**config.mk**
```make
export PLATFORM = sky130hd
export DESIGN_NAME = dmem_arbiter
export DESIGN_NICKNAME = d
export VERILOG_FILES = /design/src/rtl/dmem_arbiter.sv
export SDC_FILE = /design/constraint.sdc
export NUM_CORES = 1
export LEC_CHECK = 0
export CAP_MARGIN = 20
export CORE_MARGIN = 1.5
export CORE_UTILIZATION = 45
export DETAILED_ROUTE_END_ITERATION = 10
export PLACE_DENSITY = 0.86
export SLEW_MARGIN = 25
export SYNTH_ARGS = -nofsm -noshare
export SYNTH_HDL_FRONTEND = slang
export SYNTH_SLANG_ARGS = --single-unit
export TNS_END_PERCENT = 1
```
**constraint.sdc**
```tcl
create_clock -name clk -period 13.5 [get_ports clk]
set_input_delay 2.7 -clock clk [delete_from_list [all_inputs] [get_ports clk]]
set_output_delay 2.7 -clock clk [all_outputs]
set_load 0.02 [all_outputs]
```
**src/rtl/dmem_arbiter.sv**
```systemverilog
// Round-robin arbiter sharing the single-port data memory between the CPU
// load/store port (requester 0) and a loader/debug master (requester 1).
module dmem_arbiter #(
  parameter int WIDTH = 32
) (
  input  logic             clk,
  input  logic             reset,
  input  logic             req0,
  input  logic             we0,
  input  logic [WIDTH-1:0] addr0,
  input  logic [WIDTH-1:0] wdata0,
  input  logic [2:0]       funct3_0,
  output logic             ack0,
  output logic [WIDTH-1:0] rdata0,
  input  logic             req1,
  input  logic             we1,
  input  logic [WIDTH-1:0] addr1,
  input  logic [WIDTH-1:0] wdata1,
  input  logic [2:0]       funct3_1,
  output logic             ack1,
  output logic [WIDTH-1:0] rdata1,
  output logic             mem_write,
  output logic [WIDTH-1:0] mem_wr_addr,
  output logic [WIDTH-1:0] mem_wr_data,
  output logic [2:0]       mem_funct3,
  input  logic [WIDTH-1:0] mem_read_data,
  output logic             busy,
  output logic             gnt
);

  // Handshake: reqN is held high until ackN; ackN is a single-cycle pulse
  // one cycle after the memory access, with rdataN valid while ackN is high.
  typedef enum logic {IDLE, ACCESS} state_t;

  state_t           state, state_nxt;
  logic             last_ptr;
  logic             start;
  logic             win;
  logic             l_we;
  logic [WIDTH-1:0] l_addr;
  logic [WIDTH-1:0] l_wdata;
  logic [2:0]       l_funct3;

  always_comb begin
    state_nxt = state;
    start     = 1'b0;
    win       = 1'b0;
    case (state)
      IDLE: begin
        if (req0 || req1) begin
          start     = 1'b1;
          state_nxt = ACCESS;
          // On a tie the requester that was not served last wins.
          if (req0 && req1) win = ~last_ptr;
          else              win = req1;
        end
      end
      ACCESS: state_nxt = IDLE;
      default: state_nxt = IDLE;
    endcase
  end

  always_ff @(posedge clk or posedge reset) begin
    if (reset) begin
      state    <= IDLE;
      last_ptr <= 1'b1;
      gnt      <= 1'b0;
      ack0     <= 1'b0;
      ack1     <= 1'b0;
      rdata0   <= '0;
      rdata1   <= '0;
      l_we     <= 1'b0;
      l_addr   <= '0;
      l_wdata  <= '0;
      l_funct3 <= '0;
    end else begin
      state <= state_nxt;
      ack0  <= 1'b0;
      ack1  <= 1'b0;
      if (start) begin
        gnt      <= win;
        l_we     <= win ? we1      : we0;
        l_addr   <= win ? addr1    : addr0;
        l_wdata  <= win ? wdata1   : wdata0;
        l_funct3 <= win ? funct3_1 : funct3_0;
      end
      if (state == ACCESS) begin
        last_ptr <= gnt;
        if (gnt) begin
          ack1 <= 1'b1;
          if (!l_we) rdata1 <= mem_read_data;
        end else begin
          ack0 <= 1'b1;
          if (!l_we) rdata0 <= mem_read_data;
        end
      end
    end
  end

  // Memory bus is driven only during ACCESS, so an async reset drops it at once.
  assign busy        = (state == ACCESS);
  assign mem_write   = busy & l_we;
  assign mem_wr_addr = busy ? l_addr   : '0;
  assign mem_wr_data = busy ? l_wdata  : '0;
  assign mem_funct3  = busy ? l_funct3 : '0;

endmodule

```
Word-level counts from Yosys, hierarchy flattened --
Index checks and enable logic that the tools add are counted.
Storage, ports and cells: flip-flop bits (word level) 137, input bits 172
Operators by class: mux-type cells 17, bitwise operators 5, reduce and logical (&&, ||, !) cells 4
Operators with widths (number):
- $mux 32 | 4
- $mux 1 | 10
- $mux 3 | 2
- $reduce_and 3->1 | 2
- $not 1->1 | 4
- $pmux 1 s2 | 1
- $and 1x1->1 | 1
- $logic_and 1x1->1 | 1
- $logic_or 1x1->1 | 1

Logic depth before layout (Yosys ltp) --
Gate-level depths: netlist (run 1).
depth after elaboration 5, gate-level depth with buffers 6

Worst setup path before layout (run 1) --
No wires, ideal clock.
kind register to output, from register state, in the netlist busy, to output mem_funct3[0], arrival time 1282 ps, required time 10800 ps, setup slack 9518 ps, stages on the path, launching flop included 5, path through dfrtp_1 -> buf_4 -> clkbuf_1 -> clkbuf_1 -> and2_1
Between the ends: longest elaborated chain between the ends 1
Ends and longest elaborated chain:
- start: declaration | RTL line 35 | state_t state, state_nxt;
- start signal: assignment | RTL line 77 | state <= state_nxt;
- $mux 3 | RTL line 105 | assign mem_funct3 = busy ? l_funct3 : '0;
- end: declaration | RTL line 25 | output logic [2:0] mem_funct3,
Every way passes these cells.

Worst setup path after layout (run 1) --
from input req1, to register l_wdata[25]
Between the ends: longest elaborated chain between the ends 5, elaborated cells on any way between the ends 8, those cells by class mux: 6; reduce/logical: 2
Ends and longest elaborated chain:
- start: declaration | RTL line 15 | input logic req1,
- $logic_and 1x1->1 | RTL line 54 | if (req0 && req1) win = ~last_ptr;
- $mux 1 | RTL line 54
- $mux 1 | RTL line 50 | if (req0 || req1) begin
- $mux 1 | RTL line 48 | case (state)
- $mux 32 | RTL line 84 | l_wdata <= win ? wdata1 : wdata0;
- end signal: assignment | RTL line 84
- end: declaration | RTL line 41 | logic [WIDTH-1:0] l_wdata;
Parallel ways exist; a longest one is shown, timed or not. A chain may end at the register's enable or synchronous reset.

==> impl_metrics.toml, run 1 <==
[synthesis]
syn_avg_cell_area_sq_um = 10.63
ys_types = 26
synthArstFlopShare_pct = 100.0
synthesis.area_sq_um = 6675
synth.most_common_cell = "dfrtp_1"
synthesis.nets = 800
synth_top_area_cell = "dfrtp_1"
ys_seq_area_share_pct = 51.38
synth_ff_type = "dfrtp_1"
yosysWarningCount = 0
netlist.area_leader.share_pct = 50.98
synth-edff-count = 0
synthTopCellsByArea = "dfrtp_1 51%, mux2_2 9.6%, o2111ai_1 8.9%"
synth-seq-cells = 137
synthCells = 628
ys_top_cells_by_count = "136 x dfrtp_1, 69 x nor2_1, 68 x a31oi_1, 68 x and2_1, 68 x o2111ai_1"

[setup_path]
slowest_delay_ns = 0.74
start_kind = "input port"
path_class = "input port to register"
crit_slowest_cell = "buf_4"
critical_path_buf_inv_count = 3
critical_path.max_fanout = 85
cpMostUsedCell = "buf_4"
worstPathArrival_ns = 5.10
critPathRequiredTime_ns = 13.74
crit_path_cell_trace = "buf_2 -> buf_4 -> o21ba_4 -> buf_4 -> a31oi_1"
path_delay_family = "buffers and inverters"
end_kind = "register"

[cts]
clk_pin_slew_ns = 0.06
cts_setup_buffers = 0
cts_tree = "done"
htree_levels = 4
cts_root_buf = "clkbuf_16"
clk_latency_ns = 0.41
numCtsBuffers = 17
ctsResizeCount = 0
clkSinkCount = 137
clock_path_buffers = 2
postCtsHoldBufs = 0

[grt]
track_usage_pct = 26.89
grt_max_degree = 86
antenna_found_initial = 1
grt_overflow = 0
grt_pass1_wl_mm = 33.46
first_global_vias = 6206

[timing]
holdWs_ns = 0.4865
period_needed_ns = 4.868
worst_slew_pin_slew_ns = 0.9098
hold_violations = 0
clock.fmax_ghz = 0.2054
post-route-period-util_pct = 36.06
slew_viol_final = 0
final.setup.tns_ns = 0
clock_skew_ns = 0.009007
final-setup-viol-count = 0
slew_headroom_pct = 39.35
rsz0062_at_grt = "false"

[cells_and_area]
syn2layout_area_growth_pct = 54.32
drive_gt1_share_pct = 12.56
final_cells = 1085
final_nets = 1060
post-route-util_pct = 70.88

[routing]
wl_per_cell_microns = 19.52
antenna_left = 0
drc = 0
met1_length_mm = 8.250
drtIter0Drc = 493
met3WireLength_mm = 1.705
viasPerCell = 5.736
highest_layer = "met4"
num_vias = 6224
totalWireLength_mm = 21.18
route.met2.wl_mm = 10.50
firstDrtPassIters = 5

[pwr]
p_leak_nw = 3.951
power.total_w = 0.001913
vdd_drop_max_mv = 0.09094
pwr_density_cell_nw_per_um2 = 185.7

[placement]
globalplace.congestion = 0.8182
dp.cells = 1053
dp_hpwl_mm = 13.66
portBuffers = 307

[die]
die_h_microns = 124.8
die_w_microns = 124.8
die-area_sq_um = 15570
core-area_sq_um = 14530
initial_core_util_pct = 45.93
num_rows = 44
ios = 308

[job]
maxCapViolCount = 0

[outcome]
outcome = "finished clean"

[worst_hold_path]
hp-class = "register to register"
==> cell usage in the layout, fill, tap and decap left out, types with 2 or more instances in the layout <==
| master | netlist | layout |
|---|---|---|
| a31oi_1 | 68 | 68 |
| and2_1 | 68 | 68 |
| buf_4 | 6 | 7 |
| mux2_4 | 5 | 5 |
| o21ai_1 | 2 | 2 |
| nand2b_2 | 1 | 2 |
| inv_6 | 0 | 2 |
| clkdlybuf4s50_1 | 0 | 306 |
| clkinvlp_4 | 0 | 2 |
| nor2_1 | 69 | 69 |
| bufinv_16 | 0 | 3 |
| dfrtp_1 | 136 | 135 |
| mux2_2 | 57 | 57 |
| mux2_1 | 2 | 2 |
| clkinv_4 | 0 | 2 |
| o2111ai_1 | 68 | 68 |
| and2_4 | 2 | 2 |
| clkbuf_8 | 0 | 4 |
| o21ai_0 | 66 | 66 |
| clkbuf_16 | 0 | 17 |
| clkinv_2 | 0 | 2 |
| inv_2 | 3 | 2 |
==> final timing paths <==
kind / cells past startpoint / start / slack [ns] / endpoint
hold reg to reg: 1 / rdata0[22] / 0.49 / rdata0[22]
max in group asynchronous: 3 / reset / 9.45 / rdata0[13]
hold / removal: 1 / rdata0[22] / 0.49 / rdata0[22]
setup reg to reg: 3 / busy / 10.83 / l_wdata[25]
min in group asynchronous: 2 / reset / 2.78 / l_addr[10]
setup / recovery: 5 / req1 / 8.63 / l_wdata[25]
==> where the power goes <==
group	leakage [nW]	switching, W	internal (W)
sequential	1.57	0.0000864	0.000557
combinational	2.08	0.000385	0.000400
clock	0.302	0.000175	0.000310
==> final cells by class <==
cell class / count / area, sq um
flip-flops and latches: 137 / 3433
repair buffers: 314 / 3120
multi-input cells: 413 / 2867
diodes: 1 / 2.502
inverters: 5 / 26.28
clock inverters: 10 / 141.4
fillers: 1082 / 4233
clock buffers: 21 / 480.5
well taps: 184 / 230.2
==> cell families after synthesis <==
kind of cell | Yosys count | share of synthesized area [%]
AOI/OAI and AO/OA | 207 | 20.75
buffers and inverters | 78 | 5.811
DFF | 137 | 51.38
muxes | 64 | 11.08
and+or+nand+nor | 142 | 10.98
==> metal layers <==
metal	up-vias	global-route usage (%)
met5	-	0
met4	0	12.64
met3	46	7.002
met2	347	44.93
met1	2990	32.42
li1	2841	-
==> through the flow <==
step	setup slack, ns	cell area, sq um
6_report	8.632	10300
5_1_grt	8.502	10300
4_1_cts	8.363	10300
3_5_place_dp	8.318	9674
3_3_place_gp	8.402	9672
2_1_floorplan	7.134	6675
==> flip-flops by register name, summed over array words and instances (netlist names) <==
register and flops:
l_addr 32, l_wdata 32, rdata0 32, rdata1 32, l_funct3 3, ack0 1, ack1 1, busy 1
gnt 1, l_we 1, last_ptr 1
Note: power is estimated with default switching activity, not from simulation.
==> inputs of run 2 (changes only) <==
--- a/config.mk
+++ b/config.mk
@@ -7,9 +7,9 @@
 export LEC_CHECK = 0
 export CAP_MARGIN = 20
 export CORE_MARGIN = 1.5
-export CORE_UTILIZATION = 45
+export CORE_UTILIZATION = 38
 export DETAILED_ROUTE_END_ITERATION = 10
-export PLACE_DENSITY = 0.86
+export PLACE_DENSITY = 0.78
 export SLEW_MARGIN = 25
 export SYNTH_ARGS = -nofsm -noshare
 export SYNTH_HDL_FRONTEND = slang
==> constraint.sdc (replaced) <==
create_clock -name clk -period 4.2 [get_ports clk]
set_input_delay 0.84 -clock clk [delete_from_list [all_inputs] [get_ports clk]]
set_output_delay 0.84 -clock clk [all_outputs]
set_load 0.02 [all_outputs]
==> impl_metrics.toml, run 2 (synthesis results as in run 1) <==
[outcome]
outcome = "finished clean"

[die]
initial_core_util_pct = 38.73
num_rows = 48
die-area_sq_um = 18370
ios = 308
core-area_sq_um = 17240
die_h_microns = 135.5
die_w_microns = 135.5

[timing]
slew_viol_final = 0
slew_headroom_pct = 40.67
hold_violations = 0
final-setup-viol-count = 0
post-route-period-util_pct = 70.90
clock.fmax_ghz = 0.3358
worst_slew_pin_slew_ns = 0.8899
rsz0062_at_grt = "false"
period_needed_ns = 2.978
clock_skew_ns = 0.01108
postLayoutSetupSlackWorst_ns = 1.222
final.setup.tns_ns = 0

[routing]
wl_per_cell_microns = 18.86
drc = 0
firstDrtPassIters = 5
antenna_left = 0
drtIter0Drc = 252
viasPerCell = 5.358
totalWireLength_mm = 21.27
num_vias = 6044

[setup_path]
worstPathArrival_ns = 2.14
end_kind = "output port"
path_class = "register to output port"
start_kind = "register"
critical_path.max_fanout = 73
critPathRequiredTime_ns = 3.36

[cells_and_area]
seqCellArea_sq_um = 3433
final_common_cell = "clkdlybuf4s50_1"
diodes = 0
fillers = 1509
syn2layout_area_growth_pct = 55.15
multiInputGateArea_sq_um = 2867
final_nets = 1062
layout.cells.most_common_list = "306 x clkdlybuf4s50_1, 135 x dfrtp_1, 69 x nor2_1"
drive_gt1_share_pct = 12.74
final_cell_area_sq_um = 10360

[grt]
first_global_vias = 5947
track_usage_pct = 22.67
grt_max_degree = 138
antenna_found_initial = 1
grt_pass1_wl_mm = 32.29
grt_overflow = 0

[cts]
ctsResizeCount = 0
clkSinkCount = 137
htree_levels = 4
cts_root_buf = "clkbuf_16"
postCtsHoldBufs = 0
numCtsBuffers = 17
cts_tree = "done"
clock_path_buffers = 2
clk_pin_slew_ns = 0.06
cts_setup_buffers = 0
clk_latency_ns = 0.42

[placement]
dp_hpwl_mm = 14.01
globalplace.congestion = 0.8170
portBuffers = 307
pre_cts_ws_ns = 1.379
place_area_sq_um = 9762

[pwr]
power.total_w = 0.006087
p_leak_nw = 3.946
vdd_drop_max_mv = 0.4017
pwr_density_cell_nw_per_um2 = 587.8

[job]
maxCapViolCount = 0

[worst_hold_path]
hp-class = "register to register"
run 2: changes by cell type in the layout (fill, tap and decap cells not counted):
cell / change
bufinv_16: -1
diode_2: -1
clkinvlp_4: +2
buf_12: +2
clkinv_2: -1
inv_2: +1
inv_4: -1
clkbuf_8: -4
inv_6: +3
clkinv_4: -1
clkbuf_1: +1
inv_8: +2
run 2: metal layers:
layer	share of wire, %	GRT usage, %	vias to the layer above
met5	0.061	0	-
met4	1.8	6.631	2
met3	7.5	6.996	28
met2	49	38.24	255
met1	42	27.97	2917
li1	-	-	2842
run 2: worst max-delay path: stages, from the launching register on:
cell and delay (ns):
dfrtp_4 0.83, and2_1 0.26, clkdlybuf4s50_1 0.61
run 2: path summary, 6_finish.rpt:
kind / from / end / slack [ns] / depth (start not counted)
min reg2reg: rdata0[31] / rdata0[31] / 0.48 / 1
max reg2reg: busy / l_addr[6] / 1.84 / 4
min: rdata0[31] / rdata0[31] / 0.48 / 1
min in group asynchronous: reset / rdata1[26] / 0.97 / 3
max: busy / mem_wr_data[28] / 1.22 / 2
max in group asynchronous: reset / busy / 2.62 / 3
run 2: layout make-up:
cell class,instances,share of cell area [%]
multi-input cells,413,27.68
repair buffers,316,30.52
clock buffers,18,4.144
clock inverters,14,1.571
well taps,225,2.718
inverters,5,0.2175
flip-flops and latches,137,33.15
run 2: stage by stage:
| stage | util [%] | hold WS (ns) | std cells |
|---|---|---|---|
| 3_3_place_gp | 56.63 | 0.4671 | 1096 |
| 3_5_place_dp | 56.63 | 0.4760 | 1096 |
| 6_report | 60.08 | 0.4837 | 1128 |
| 2_1_floorplan | - | 0.5102 | 628 |
| 5_1_grt | 60.08 | 0.5170 | 1128 |
| 4_1_cts | 60.07 | 0.4894 | 1128 |
run 2: report_power, final:
| group | internal, W | total [W] | leakage (nW) | switching, W |
|---|---|---|---|---|
| combinational | 0.00129 | 0.00251 | 2.09 | 0.00122 |
| clock | 0.000892 | 0.00151 | 0.282 | 0.000622 |
| sequential | 0.00179 | 0.00206 | 1.57 | 0.000275 |
==> variant (config.mk and constraints of run 2) <==
Set the parameter `WIDTH` to 40 (it was 32).
--- a/src/rtl/dmem_arbiter.sv
+++ b/src/rtl/dmem_arbiter.sv
@@ -3,3 +3,3 @@
 module dmem_arbiter #(
-  parameter int WIDTH = 32
+  parameter int WIDTH = 40
 ) (
Interface: changed (9 resized); port bits go from 308 to 380. The function was not compared with the original's and may differ.
==> variant against run 2 <==
Wire length up 25%. Sequential cell count grew 32. Area after synthesis up 23%. Total power increased by 18%. Sequential power is 23% higher. Final area rose by 22%. Fmax fell by 6.4%. Setup slack worse by 0.20 ns.
==> variant: results (changes against run 2) <==
| Metric | Value |
|---|---|
| Initial DRC count | `396 (was 252)` |
| Worst slack, placed | `1.125 ns (was 1.379 ns)` |
| Syn nets | `985 (was 800)` |
| Seq/Total Area, Yosys | `51.64% (was 51.38%)` |
| Crit path DAT | `2.34 ns (was 2.14 ns)` |
| Number of port buffers | `379 (was 307)` |
| WL met3 | `2.285 mm (was 1.604 mm)` |
| Largest stage delay on the critical path | `0.86 ns (was 0.83 ns)` |
| Post-synthesis mux area share | `11.00% (was 11.08%)` |
| CTS clk-pin slew, worst paths | `0.07 ns` |
| Compound-Gate Fraction of Synth Area | `20.82% (was 20.75%)` |
| Tcrit/Tclk final | `75.73% (was 70.90%)` |
| Reg2reg end | `l_wdata[24]$_DFFE_PP0P_ (was l_addr[6]$_DFFE_PP0P_)` |
| Final Skew | `0.01953 ns (was 0.01108 ns)` |
| Worst VDD drop | `0.0002559 V (was 0.0004017 V)` |
| DR top layer | `met4 (was met5)` |
| Initial antenna violation count | `0 (was 1)` |
| Drt via density | `5.517 (was 5.358)` |
| GPL Wtd Cong | `0.8202 (was 0.8170)` |
| Switching share of power | `36.26% (was 34.75%)` |
| Met1 Use GR | `29.24% (was 27.97%)` |
| Layout net count | `1306 (was 1062)` |
| CP endpoint | `mem_wr_data[8] (was mem_wr_data[28])` |
| Top post-synthesis cells by area | `dfrtp_1, o2111ai_1, mux2_2 (was dfrtp_1, mux2_2, o2111ai_1)` |
| LEAKAGE | `0.004785 µW (was 0.003946 µW)` |
| Status | `complete, no violations (unchanged)` |
| Flop-to-flop setup slack | `1.83 ns` |
| Max_slew headroom | `36.64% (was 40.67%)` |
| Metal-1 WL | `10.56 mm (was 8.831 mm)` |
| Drt wl/cell | `19.19 µm (was 18.86 µm)` |
| Tot GR Track Use | `23.18% (was 22.67%)` |
| Met2 global-route usage | `37.96% (was 38.24%)` |
| First-pass GRT wire length | `40.74 mm (was 32.29 mm)` |
| Crit path max-delay family | `buffers and inverters (was flip-flops)` |
| Layout cell share with drive strength beyond 1 | `10.21% (was 12.74%)` |
| Largest net degree at the start of global routing | `171 (was 138)` |
| Met3 usage | `5.915% (was 6.996%)` |
| Post-DP HPWL | `17.76 mm (was 14.01 mm)` |
| Max FO, Critical Path | `74 (was 73)` |
| Clk power | `1560 µW (was 1510 µW)` |
## variant: cell count changes after synthesis, sizes merged
cell and delta:
dfrtp +32, buf -1, clkbuf +18, o2111ai +16, and2 +16, o21ai +16, a31oi +16, nor2 +16
mux2 +16
## variant: worst min-delay path by stage
stage / start / to / slack, ns / cells after the start
global placement: rdata0[34]$_DFFE_PP0P_ / rdata0[34]$_DFFE_PP0P_ / 0.47 / 1
floorplan: l_addr[12]$_DFFE_PP0P_ / l_addr[12]$_DFFE_PP0P_ / 0.51 / 2
finish: rdata0[35]$_DFFE_PP0P_ / rdata0[35]$_DFFE_PP0P_ / 0.49 / 1
detailed placement: rdata0[34]$_DFFE_PP0P_ / rdata0[34]$_DFFE_PP0P_ / 0.47 / 1
global route: rdata0[34]$_DFFE_PP0P_ / rdata0[34]$_DFFE_PP0P_ / 0.51 / 1
CTS: rdata0[34]$_DFFE_PP0P_ / rdata0[34]$_DFFE_PP0P_ / 0.49 / 1
## variant: metrics by stage
| stage | utilization, % | instances | cell area, µm² |
|---|---|---|---|
| 3_3_place_gp | 57.09 | 1350 | 12040 |
| 3_5_place_dp | 57.11 | 1350 | 12040 |
| 5_1_grt | 59.90 | 1382 | 12630 |
| 2_1_floorplan | - | 773 | 8195 |
| 4_1_cts | 59.88 | 1382 | 12630 |
| 6_report | 59.90 | 1382 | 12630 |
## variant: area by class of cell
| cell class | count | area, µm² |
|---|---|---|
| Clock buffer | 18 | 439.2 |
| Clock inverter | 14 | 145.1 |
| Fill cell | 1817 | 8457 |
| Inverter | 5 | 22.52 |
| Multi-Input combinational cell | 509 | 3510 |
| Sequential cell | 169 | 4234 |
| Tap cell | 275 | 344.1 |
| Timing Repair Buffer | 392 | 3936 |
